<file path="config.mk">
export PLATFORM = sky130hd
export DESIGN_NAME = convolution_coprocessor_accumulator
export DESIGN_NICKNAME = d
export VERILOG_FILES = /design/src/rtl/convolution_coprocessor_accumulator.sv
export SDC_FILE = /design/constraint.sdc
export NUM_CORES = 1
export LEC_CHECK = 0
export CORE_MARGIN = 3
export CORE_UTILIZATION = 51
export CTS_CLUSTER_SIZE = 12
export DETAILED_ROUTE_END_ITERATION = 7
export GPL_ROUTABILITY_DRIVEN = 0
export HOLD_SLACK_MARGIN = 0.12
export PLACE_DENSITY_LB_ADDON = 0.08
export SLEW_MARGIN = 10
export SYNTH_ARGS = -nofsm -noshare
export SYNTH_HDL_FRONTEND = slang
export SYNTH_SLANG_ARGS = --single-unit
</file>
<file path="constraint.sdc">
create_clock -name clk -period 2.85 [get_ports clk]
set_input_delay 0.7125 -clock clk [delete_from_list [all_inputs] [get_ports clk]]
set_output_delay 0.7125 -clock clk [all_outputs]
set_load 0.02 [all_outputs]
</file>
<file path="src/rtl/convolution_coprocessor_accumulator.sv">
// convolution_coprocessor_accumulator
// Sums a burst of num_terms signed partial products into a wide accumulator
// and presents one convolution sample per burst through a valid/ready
// handshake. The handshake outputs are registered decodes of the next state,
// so they have no combinational path from in_valid or out_ready.
module convolution_coprocessor_accumulator #(
  parameter int DATA_WIDTH = 6,
  parameter int ACC_WIDTH  = 12,
  parameter int CNT_WIDTH  = 4
) (
  input  logic                  clk,
  input  logic                  rst_n,
  input  logic                  start,
  input  logic [CNT_WIDTH-1:0]  num_terms,
  input  logic                  in_valid,
  input  logic [DATA_WIDTH-1:0] in_data,
  output logic                  in_ready,
  output logic                  out_valid,
  output logic [ACC_WIDTH-1:0]  out_data,
  input  logic                  out_ready,
  output logic                  busy,
  output logic                  done
);

  typedef enum logic [1:0] {
    ST_IDLE  = 2'd0,
    ST_ACCUM = 2'd1,
    ST_HOLD  = 2'd2
  } state_t;

  // Sign-extends one adder term to the accumulator width.
  function automatic logic [ACC_WIDTH-1:0] sext_term(input logic [DATA_WIDTH-1:0] d);
    sext_term = {{(ACC_WIDTH-DATA_WIDTH){d[DATA_WIDTH-1]}}, d};
  endfunction

  localparam logic [CNT_WIDTH-1:0] CNT_ONE  = {{(CNT_WIDTH-1){1'b0}}, 1'b1};
  localparam logic [CNT_WIDTH-1:0] CNT_ZERO = {CNT_WIDTH{1'b0}};
  localparam logic [ACC_WIDTH-1:0] ACC_ZERO = {ACC_WIDTH{1'b0}};

  state_t                 state_q, state_d;
  logic [ACC_WIDTH-1:0]   acc_q, acc_d;
  logic [CNT_WIDTH-1:0]   cnt_q, cnt_d;
  logic [CNT_WIDTH-1:0]   n_lat_q, n_lat_d;
  logic                   in_ready_q, in_ready_d;
  logic                   out_valid_q, out_valid_d;
  logic                   busy_q, busy_d;
  logic                   done_q, done_d;
  logic [CNT_WIDTH-1:0]   last_idx_s;
  logic                   accept_s;

  assign last_idx_s = n_lat_q - CNT_ONE;
  // in_ready_q is high exactly when the FSM is in ACCUM.
  assign accept_s   = in_valid & in_ready_q;

  // Next-state, datapath and registered-output decode.
  always_comb begin
    state_d = state_q;
    acc_d   = acc_q;
    cnt_d   = cnt_q;
    n_lat_d = n_lat_q;
    done_d  = 1'b0;
    case (state_q)
      ST_IDLE: begin
        if (start) begin
          acc_d   = ACC_ZERO;
          cnt_d   = CNT_ZERO;
          n_lat_d = num_terms;
          if (num_terms == CNT_ZERO) begin
            state_d = ST_HOLD;
          end else begin
            state_d = ST_ACCUM;
          end
        end else begin
          state_d = ST_IDLE;
        end
      end
      ST_ACCUM: begin
        if (accept_s) begin
          acc_d = acc_q + sext_term(in_data);
          cnt_d = cnt_q + CNT_ONE;
          if (cnt_q == last_idx_s) begin
            state_d = ST_HOLD;
          end else begin
            state_d = ST_ACCUM;
          end
        end else begin
          state_d = ST_ACCUM;
        end
      end
      ST_HOLD: begin
        if (out_valid_q && out_ready) begin
          state_d = ST_IDLE;
          done_d  = 1'b1;
        end else begin
          state_d = ST_HOLD;
        end
      end
      default: begin
        state_d = ST_IDLE;
      end
    endcase
    in_ready_d  = (state_d == ST_ACCUM);
    out_valid_d = (state_d == ST_HOLD);
    busy_d      = (state_d != ST_IDLE);
  end

  // State and output registers; reset aborts any burst in progress.
  always_ff @(posedge clk or negedge rst_n) begin
    if (!rst_n) begin
      state_q     <= ST_IDLE;
      acc_q       <= ACC_ZERO;
      cnt_q       <= CNT_ZERO;
      n_lat_q     <= CNT_ZERO;
      in_ready_q  <= 1'b0;
      out_valid_q <= 1'b0;
      busy_q      <= 1'b0;
      done_q      <= 1'b0;
    end else begin
      state_q     <= state_d;
      acc_q       <= acc_d;
      cnt_q       <= cnt_d;
      n_lat_q     <= n_lat_d;
      in_ready_q  <= in_ready_d;
      out_valid_q <= out_valid_d;
      busy_q      <= busy_d;
      done_q      <= done_d;
    end
  end

  assign in_ready  = in_ready_q;
  assign out_valid = out_valid_q;
  assign out_data  = acc_q;
  assign busy      = busy_q;
  assign done      = done_q;

endmodule

</file>
Word-level counts from Yosys, hierarchy flattened
Index checks and enable logic that the tools add are counted.
{"block": "totals", "elab_cells": 40, "ff_bits": 26, "inputBits": 15}
{"block": "op_classes", "n_eq_ne": 7, "reduce_logical": 7, "muxes": 14, "bitwise_logic": 1, "addsub": 3}
{"op": "2-to-1 mux 12 bit", "count": 2}
{"op": "case mux 12 bit (2 select lines)", "count": 1}
{"op": "adder 12 bit", "count": 1}
{"op": "2-to-1 mux 2 bit", "count": 5}
{"op": "2-to-1 mux 4 bit", "count": 2}
{"op": "case mux 4 bit (2 select lines)", "count": 1}
{"op": "case mux 2 bit (3 select lines)", "count": 1}
{"op": "adder 4 x 1 -> 4 bit, second input constant", "count": 1}
{"op": "equality test 2 x 1 -> 1 bit, second input constant", "count": 2}
{"op": "equality test 2 bit, second input constant", "count": 2}
{"op": "equality test 4 bit", "count": 1}
{"op": "logical NOT 4 bit", "count": 1}
{"op": "inequality test 2 bit, second input constant", "count": 2}
{"op": "nonzero test 2 bit", "count": 2}
{"op": "subtractor 4 x 1 -> 4 bit, second input constant", "count": 1}
{"op": "AND reduction 3 bit", "count": 1}
{"op": "logical NOT 2 bit", "count": 1}
{"op": "2-to-1 mux 1 bit", "count": 2}
{"op": "AND reduction 2 bit", "count": 1}
{"op": "bitwise AND 1 bit", "count": 1}
{"op": "logical AND 1 bit", "count": 1}

Longest topological paths before layout
Gate-level depths: netlist of run 1.
{"block": "depth", "ltp_word": 6, "mapped_depth": 9, "ltp_nobuf": 9}

Worst setup path after synthesis of run 1
OpenSTA, ideal clock, no wires.
{"block": "synth_path", "path_kind": "input-to-reg", "startpoint": "input port in_data[5]", "endpoint": "register acc_q[11], in the netlist out_data[11]", "t_arrival_ns": 2.327, "stages": 7, "slack_ns": 0.397, "setup_time_ns": 0.126, "n_path_buf": 0, "t_required_ns": 2.724, "path_cell_list": "ha_1 > a211oi_1 > o21ai_1 > o211ai_1 > o311a_4 > mux2_4 > a311o_1"}
{"block": "synth_between", "elab_chain_cells": 3}
{"item": "start: declaration", "line_no": "16", "text": "input logic [DATA_WIDTH-1:0] in_data,"}
{"item": "adder 12 bit", "line_no": "79", "text": "acc_d = acc_q + sext_term(in_data);"}
{"item": "2-to-1 mux 12 bit", "line_no": "78", "text": "if (accept_s) begin"}
{"item": "case mux 12 bit (2 select lines)", "line_no": "62", "text": "case (state_q)"}
{"item": "end signal: assignment", "line_no": "111", "text": "acc_q <= ACC_ZERO;"}
{"item": "end signal: assignment", "line_no": "120", "text": "acc_q <= acc_d;"}
{"item": "end: declaration", "line_no": "41", "text": "logic [ACC_WIDTH-1:0] acc_q, acc_d;"}
Every way passes these cells. The select of a mux whose other input is x is not followed.
A chain may end at the register's enable or synchronous reset.

Final worst setup path of run 1
Ends and elaborated chain as after synthesis.

==> results of run 1 <==
## per-layer routing
layer | global-route usage, % | wire length (microns)
met2 | 33.6 | 1720
met5 | 0 | 0
met1 | 27.2 | 1630
met3 | 2.48 | 141
met4 | 6.06 | 40
## layout make-up
cell class | count | area [sq um] | area share, %
multi-input cells | 124 | 900 | 42.7
flip-flops and latches | 26 | 651 | 30.9
repair buffers | 48 | 435 | 20.7
well taps | 31 | 38.8 | 1.84
clock inverters | 1 | 30.0 | 1.43
inverters | 8 | 30.0 | 1.43
clock buffers | 3 | 22.5 | 1.07
## metrics by stage
step / setup slack (ps) / total power, W / cells / TNS (ps)
floorplan: 397 / 0.00148 / 161 / 0
global placement: -161 / 0.00194 / 237 / -322
detailed placement: -235 / 0.00198 / 237 / -505
CTS: 116 / 0.00225 / 241 / 0
global route: 49.8 / 0.00243 / 241 / 0
finish: 102 / 0.00224 / 241 / 0
## placed cells by master (no fill, tap or decap), drive strengths merged, types with 6 or more instances in the layout
| cell type | n |
|---|---|
| clkdlybuf4s50 | 30 |
| dfrtp | 26 |
| buf | 18 |
| o21ai | 16 |
| nand2 | 14 |
| ha | 13 |
| nor2 | 9 |
| inv | 8 |
| xnor2 | 7 |
| a21oi | 6 |
## worst min-delay path by stage
stage | start | to | depth (start not counted)
final | state_q[0] | done | 1
after global routing | out_data[4] | out_data[4] | 1
after CTS | state_q[0] | done | 1
after detailed placement | state_q[0] | done | 1
after global placement | out_data[3] | out_data[3] | 2
after floorplan | rst_n | busy | 0
## critical path, stage by stage
cell and delay (ps):
clkdlybuf4s50_1 520, buf_4 210, ha_1 350, o21ai_0 130, o21ai_1 90, o211ai_1 110
o311a_4 240, mux2_4 290, a311o_1 320
## cells by family (layout without fill, tap and decap cells)
logic type | count (synthesis) | after routing | share of synthesized area (%)
flip-flops | 26 | 26 | 40.9
XOR/XNOR | 12 | 12 | 6.61
AND/OR/NAND/NOR | 52 | 52 | 16.8
multiplexers | 3 | 3 | 2.36
adder cells (fa/ha/maj) | 14 | 14 | 11.5
AO/OA/AOI/OAI | 43 | 43 | 19.1
buffers and inverters | 11 | 60 | 2.76
## power groups by stage
stage,Clock (W),Combinational (W),Sequential [W]
after floorplan,0,0.000731,0.000747
after global placement,0,0.00128,0.000657
after detailed placement,0,0.00132,0.000664
after CTS,0.000262,0.00133,0.000656
after global routing,0.000278,0.00147,0.000678
final,0.000256,0.00133,0.000655
## repair_timing
action | CTS | global route
hold endpoints to repair | 0 | 0
setup endpoints to repair | 0 | 1
gates resized for setup | 0 | 1
## sequential cells by signal (all words and copies together), names as in the netlist
signal and count:
cnt_q 4, out_data 12, n_lat_q 4, state_q 2, busy 1, in_ready 1, done 1, out_valid 1
==> metrics.md, run 1 <==
| Metric | Value |
|---|---|
| Area leader, netlist | dfrtp_1 |
| Main synth FF type | dfrtp_1 |
| Clock-pin slew on the worst setup and hold paths | 150 ps |
| Clock Skews | 4.38 ps |
| DR pass1 iterations | 4 |
| Pin count of the biggest net entering global routing | 27 |
| # IOs | 31 |
| Slew margin rel. | 28.2% |
| Final Cycle Share | 96.4% |
| # diodes | 0 |
| Worst Tran Pin Value | 1070 ps |
| Unique masters post-synth | 42 |
| CTS Buffer Depth | 2 |
| Sw Pwr | 0.000911 W |
| Most common cell in the netlist | dfrtp_1 |
| Hold WC Path Type | reg -> reg |
| Async set-reset flop share out of synthesis | 100% |
| Avg Synthesized Cell Area | 9.87 sq um |
| Sequential share of power | 29.3% |
| Post-route cell area | 2110 sq um |
| Crit path capture | out_data[11] |
| DRC | 0 |
| Post-synthesis sequential area ratio | 40.9% |
| Die ar. | 3820 sq um |
| Die H | 61.8 microns |
| Ratio of cells with drive above 1 in the final layout | 13.8% |
| Syn Inst Count | 161 |
| Cell Area, Synth | 1590 sq um |
| Final hold vios | 0 |
| Clk sinks | 26 |
| # fillers | 226 |
| Power density over the cells | 1060 nW/um^2 |
| First-pass GRT wire length | 5700 microns |
| Unrepaired setup endpoints after global routing | false |
| DRT Wirelength | 3530 microns |
| Worst vdd rail ir drop | 0.554 mV |
| GRT overflow | 0 |
| Placed cell areas | 2050 sq um |
| Row count | 19 |
| R2r endpoint | out_data[11] |
| PortBufs | 30 |
| Slew Viols, Final | 0 |
| FF-to-FF setup slack | 640 ps |
| R2R depth | 7 |
| Setup CP Type | in -> reg |
| Antenna viol nets, final | 0 |
| Initial antenna violation count | 0 |
| Arr. time, crit path | 2970 ps |
| CP endpoint kind | register |
| Mapped Nets | 190 |
| Starting Density | 55.7% |
| Post-synth top cells | dfrtp_1, nand2_1, ha_1, o21ai_0, nor2_1 |
| Post-CTS Hold Buffers | 0 |
| Sw Ratio | 40.7% |
| R2r startpoint | out_data[6] |
| Vias in the first global route | 1274 |
| Status | finished, final reports clean |
| Setup Viol. Count Final | 0 |
| Power share of the clock group | 11.5% |
| Die X | 61.8 microns |
| Fmax | 364 MHz |
| CTS tree | built |
| Main area contributors after synthesis | dfrtp_1, ha_1, o21ai_0, xnor2_1, nand2_1 |
| Register bit total from synthesis | 26 |
| Yosys warns | 0 |
| Final net count | 240 |
| CTS root buffer | clkbuf_4 |
| Crit Path Max Fanout | 6 |
| Tot GR Track Use | 20.1% |
| Hold WS | 526 ps |
| Lkg Pwr | 0.933 nW |
| Logic gate share of total power | 59.3% |
| Top cell type's share of synthesized area | 40.9% |
| Pint | 0.00133 W |
| Total vias in the final route | 1383 |
| Worst setup startpoint | in_data[5] |
| Fin crit period | 2750 ps |
| Finished Core Util | 73.9% |
| CTS Buf Count | 3 |
| Initial DRC Count | 45 |
| Wire length per cell | 14.6 microns |
| Post-CTS setup buffers | 0 |
| H-tree Lvls | 1 |
| CORE AREA | 2850 sq um |
| Area Growth Syn to Fin | 32.6% |
| Maxcap violations | 0 |
| Crit start category | primary input |
| Dpl hpwl | 2740 microns |
| Worst path required time | 3070 ps |
| Clk Latency, worst-skew pair | 330 ps |
| Vias per cell | 5.74 |
| Post-synth EDFFs | 0 |
Power figures use the tool's default switching activity.
==> run 2, diff against run 1 <==
--- a/config.mk
+++ b/config.mk
@@ -5,7 +5,6 @@
 export SDC_FILE = /design/constraint.sdc
 export NUM_CORES = 1
 export LEC_CHECK = 0
-export CORE_MARGIN = 3
 export CORE_UTILIZATION = 51
 export CTS_CLUSTER_SIZE = 12
 export DETAILED_ROUTE_END_ITERATION = 7
==> metrics.md, run 2 (synthesis gave the netlist of run 1 again) <==
| Metric | Value |
|---|---|
| Maxcap violations | 0 (unchanged) |
| Row count | 19 (unchanged) |
| H-tree Lvls | 1 (unchanged) |
| # fillers | 217 (was 226) |
| Die H | 57.8 microns (was 61.8 microns) |
| Setup CP Type | in -> reg (unchanged) |
| Crit path max-delay family | compound AO/OA/AOI/OAI gates (unchanged) |
| Final non-filler cell total | 240 (was 241) |
| Starting Density | 55.7% (unchanged) |
| Hold WS | 536 ps (was 526 ps) |
| # diodes | 0 (unchanged) |
| Lkg Pwr | 0.927 nW (was 0.933 nW) |
| Hold WC Path Type | reg -> reg (unchanged) |
| Initial DRC Count | 37 (was 45) |
| Most common cell after layout, fill and taps aside | clkdlybuf4s50_1 (unchanged) |
| Vias in the first global route | 1400 (was 1274) |
| Hold path cells | 1 (unchanged) |
| DR pass1 iterations | 6 (was 4) |
| Antenna viol nets, final | 0 (unchanged) |
| Final hold vios | 0 (unchanged) |
| Post-CTS setup buffers | 0 (unchanged) |
| Buf/Inv on CP | 1 (was 2) |
| Die X | 57.8 microns (was 61.8 microns) |
| Power share of the clock group | 11.6% (was 11.5%) |
| Dpl hpwl | 2690 microns (was 2740 microns) |
| Pint | 0.00132 W (was 0.00133 W) |
| Status | complete, but fails checks (was finished, final reports clean) |
| Setup Viol. Count Final | 0 (unchanged) |
| Ratio of cells with drive above 1 in the final layout | 12.9% (was 13.8%) |
| PortBufs | 30 (unchanged) |
| Worst vdd rail ir drop | 0.562 mV (was 0.554 mV) |
| Post-cts resize count | 0 (unchanged) |
| Worst Tran Pin Value | 1030 ps (was 1070 ps) |
| CTS Buffer Depth | 2 (unchanged) |
| Wire length per cell | 15.1 microns (was 14.6 microns) |
| Fmax | 371 MHz (was 364 MHz) |
| Crit-path cells | clkdlybuf4s50_1 > ha_1 > a211oi_1 > o21ai_1 > o211ai_1 > o311a_4 > mux2_4 > a311o_1 (was clkdlybuf4s50_1 > buf_4 > ha_1 > o21ai_0 > o21ai_1 > o211ai_1 > o311a_4 > mux2_4 > a311o_1) |
| CTS tree | built (unchanged) |
| Sw Pwr | 0.000917 W (was 0.000911 W) |
| Initial antenna violation count | 0 (unchanged) |
| Power density over the cells | 1070 nW/um^2 (was 1060 nW/um^2) |
| CP max-delay cell | clkdlybuf4s50_1 (unchanged) |
| Pin count of the biggest net entering global routing | 27 (unchanged) |
| DRC | 2 (was 0) |
| Unrepaired setup endpoints after global routing | false (unchanged) |
| Final Cycle Share | 94.7% (was 96.4%) |
| # IOs | 31 (unchanged) |
| Sw Ratio | 41.0% (was 40.7%) |
| Logic gate share of total power | 59.0% (was 59.3%) |
| Clk Latency, worst-skew pair | 330 ps (about the same) |
| First-pass GRT wire length | 6150 microns (was 5700 microns) |
| Vias per cell | 5.80 (was 5.74) |
| CP endpoint kind | register (unchanged) |
| Post-Place Cells | 236 (was 237) |
| Highest-count cells in the layout ignoring fill and taps | clkdlybuf4s50_1, dfrtp_1, buf_4 (unchanged) |
| R2R depth | 9 (was 7) |
| Crit start category | primary input (unchanged) |
| Worst path depth | 8 (was 9) |
| Failing checks | design-rule violations |
| Clock-pin slew on the worst setup and hold paths | 150 ps (about the same) |
| Total vias in the final route | 1393 (was 1383) |
| CORE AREA | 2850 sq um (unchanged) |
| Die ar. | 3340 sq um (was 3820 sq um) |
| Sequential cell area | 651 sq um (unchanged) |
| Clock Skews | 4.00 ps (was 4.38 ps) |
| Post-CTS Hold Buffers | 0 (unchanged) |
| Clk sinks | 26 (unchanged) |
| CP peak stage delay | 530 ps (was 520 ps) |
| Area of the multi-input gates | 895 sq um (was 900 sq um) |
| DRT Wirelength | 3620 microns (was 3530 microns) |
| Slew Viols, Final | 0 (unchanged) |
| Worst path required time | 3080 ps (was 3070 ps) |
| Final net count | 239 (was 240) |
| Tot GR Track Use | 24.0% (was 20.1%) |
| Sequential share of power | 29.4% (was 29.3%) |
| Arr. time, crit path | 2930 ps (was 2970 ps) |
| Max reg flops | 12 (unchanged) |
| Fin crit period | 2700 ps (was 2750 ps) |
| Crit Path Max Fanout | 5 (was 6) |
| Slew margin rel. | 31.2% (was 28.2%) |
| CTS Buf Count | 3 (unchanged) |
| GRT overflow | 0 (unchanged) |
| Area Growth Syn to Fin | 31.8% (was 32.6%) |
| Pwr Total | 0.00224 W (about the same) |
| CTS root buffer | clkbuf_4 (unchanged) |
run 2: routing by layer:
| layer | vias to the layer above | global-route usage (%) | part of all wire, % |
|---|---|---|---|
| met2 | 35 | 39.4 | 48 |
| met4 | 0 | 10.5 | 1.2 |
| met3 | 7 | 2.90 | 5.0 |
| li1 | 684 | - | - |
| met1 | 667 | 32.1 | 46 |
| met5 | - | 0 | 0 |
run 2: worst paths after layout:
check / from / end / slack, ps
worst max-delay path: in_data[5] / out_data[11] / 150
worst min-delay path: state_q[0] / done / 540
worst max register to register: out_data[0] / out_data[10] / 630
worst min register to register: state_q[0] / done / 540
max in group asynchronous: rst_n / out_data[10] / 1860
min in group asynchronous: rst_n / out_data[5] / 730
run 2: final cells by class:
cell class / instances / area share (%)
clock inverter: 1 / 1.43
multi-input combinational: 124 / 42.7
tap: 31 / 1.85
inverter: 8 / 1.43
timing repair buffer: 47 / 20.4
sequential: 26 / 31.1
clock buffer: 3 / 1.08
run 2: per-stage QoR:
| step | setup slack (ps) | cell area, sq um | setup TNS, ps | utilization [%] |
|---|---|---|---|---|
| after CTS | 146 | 2090 | 0 | 73.4 |
| after global placement | -141 | 2040 | -219 | 71.6 |
| after detailed placement | -213 | 2040 | -368 | 71.6 |
| after floorplan | 397 | 1590 | 0 | - |
| final | 152 | 2090 | 0 | 73.4 |
| after global routing | 26.6 | 2090 | 0 | 73.4 |
run 2: power by group through the flow:
stage,Combinational (W),Clock (W),Sequential (W)
after floorplan,0.000731,0,0.000747
after global placement,0.00127,0,0.000655
after detailed placement,0.00131,0,0.000665
after CTS,0.00132,0.000263,0.000657
after global routing,0.00144,0.000278,0.000681
final,0.00132,0.000260,0.000657
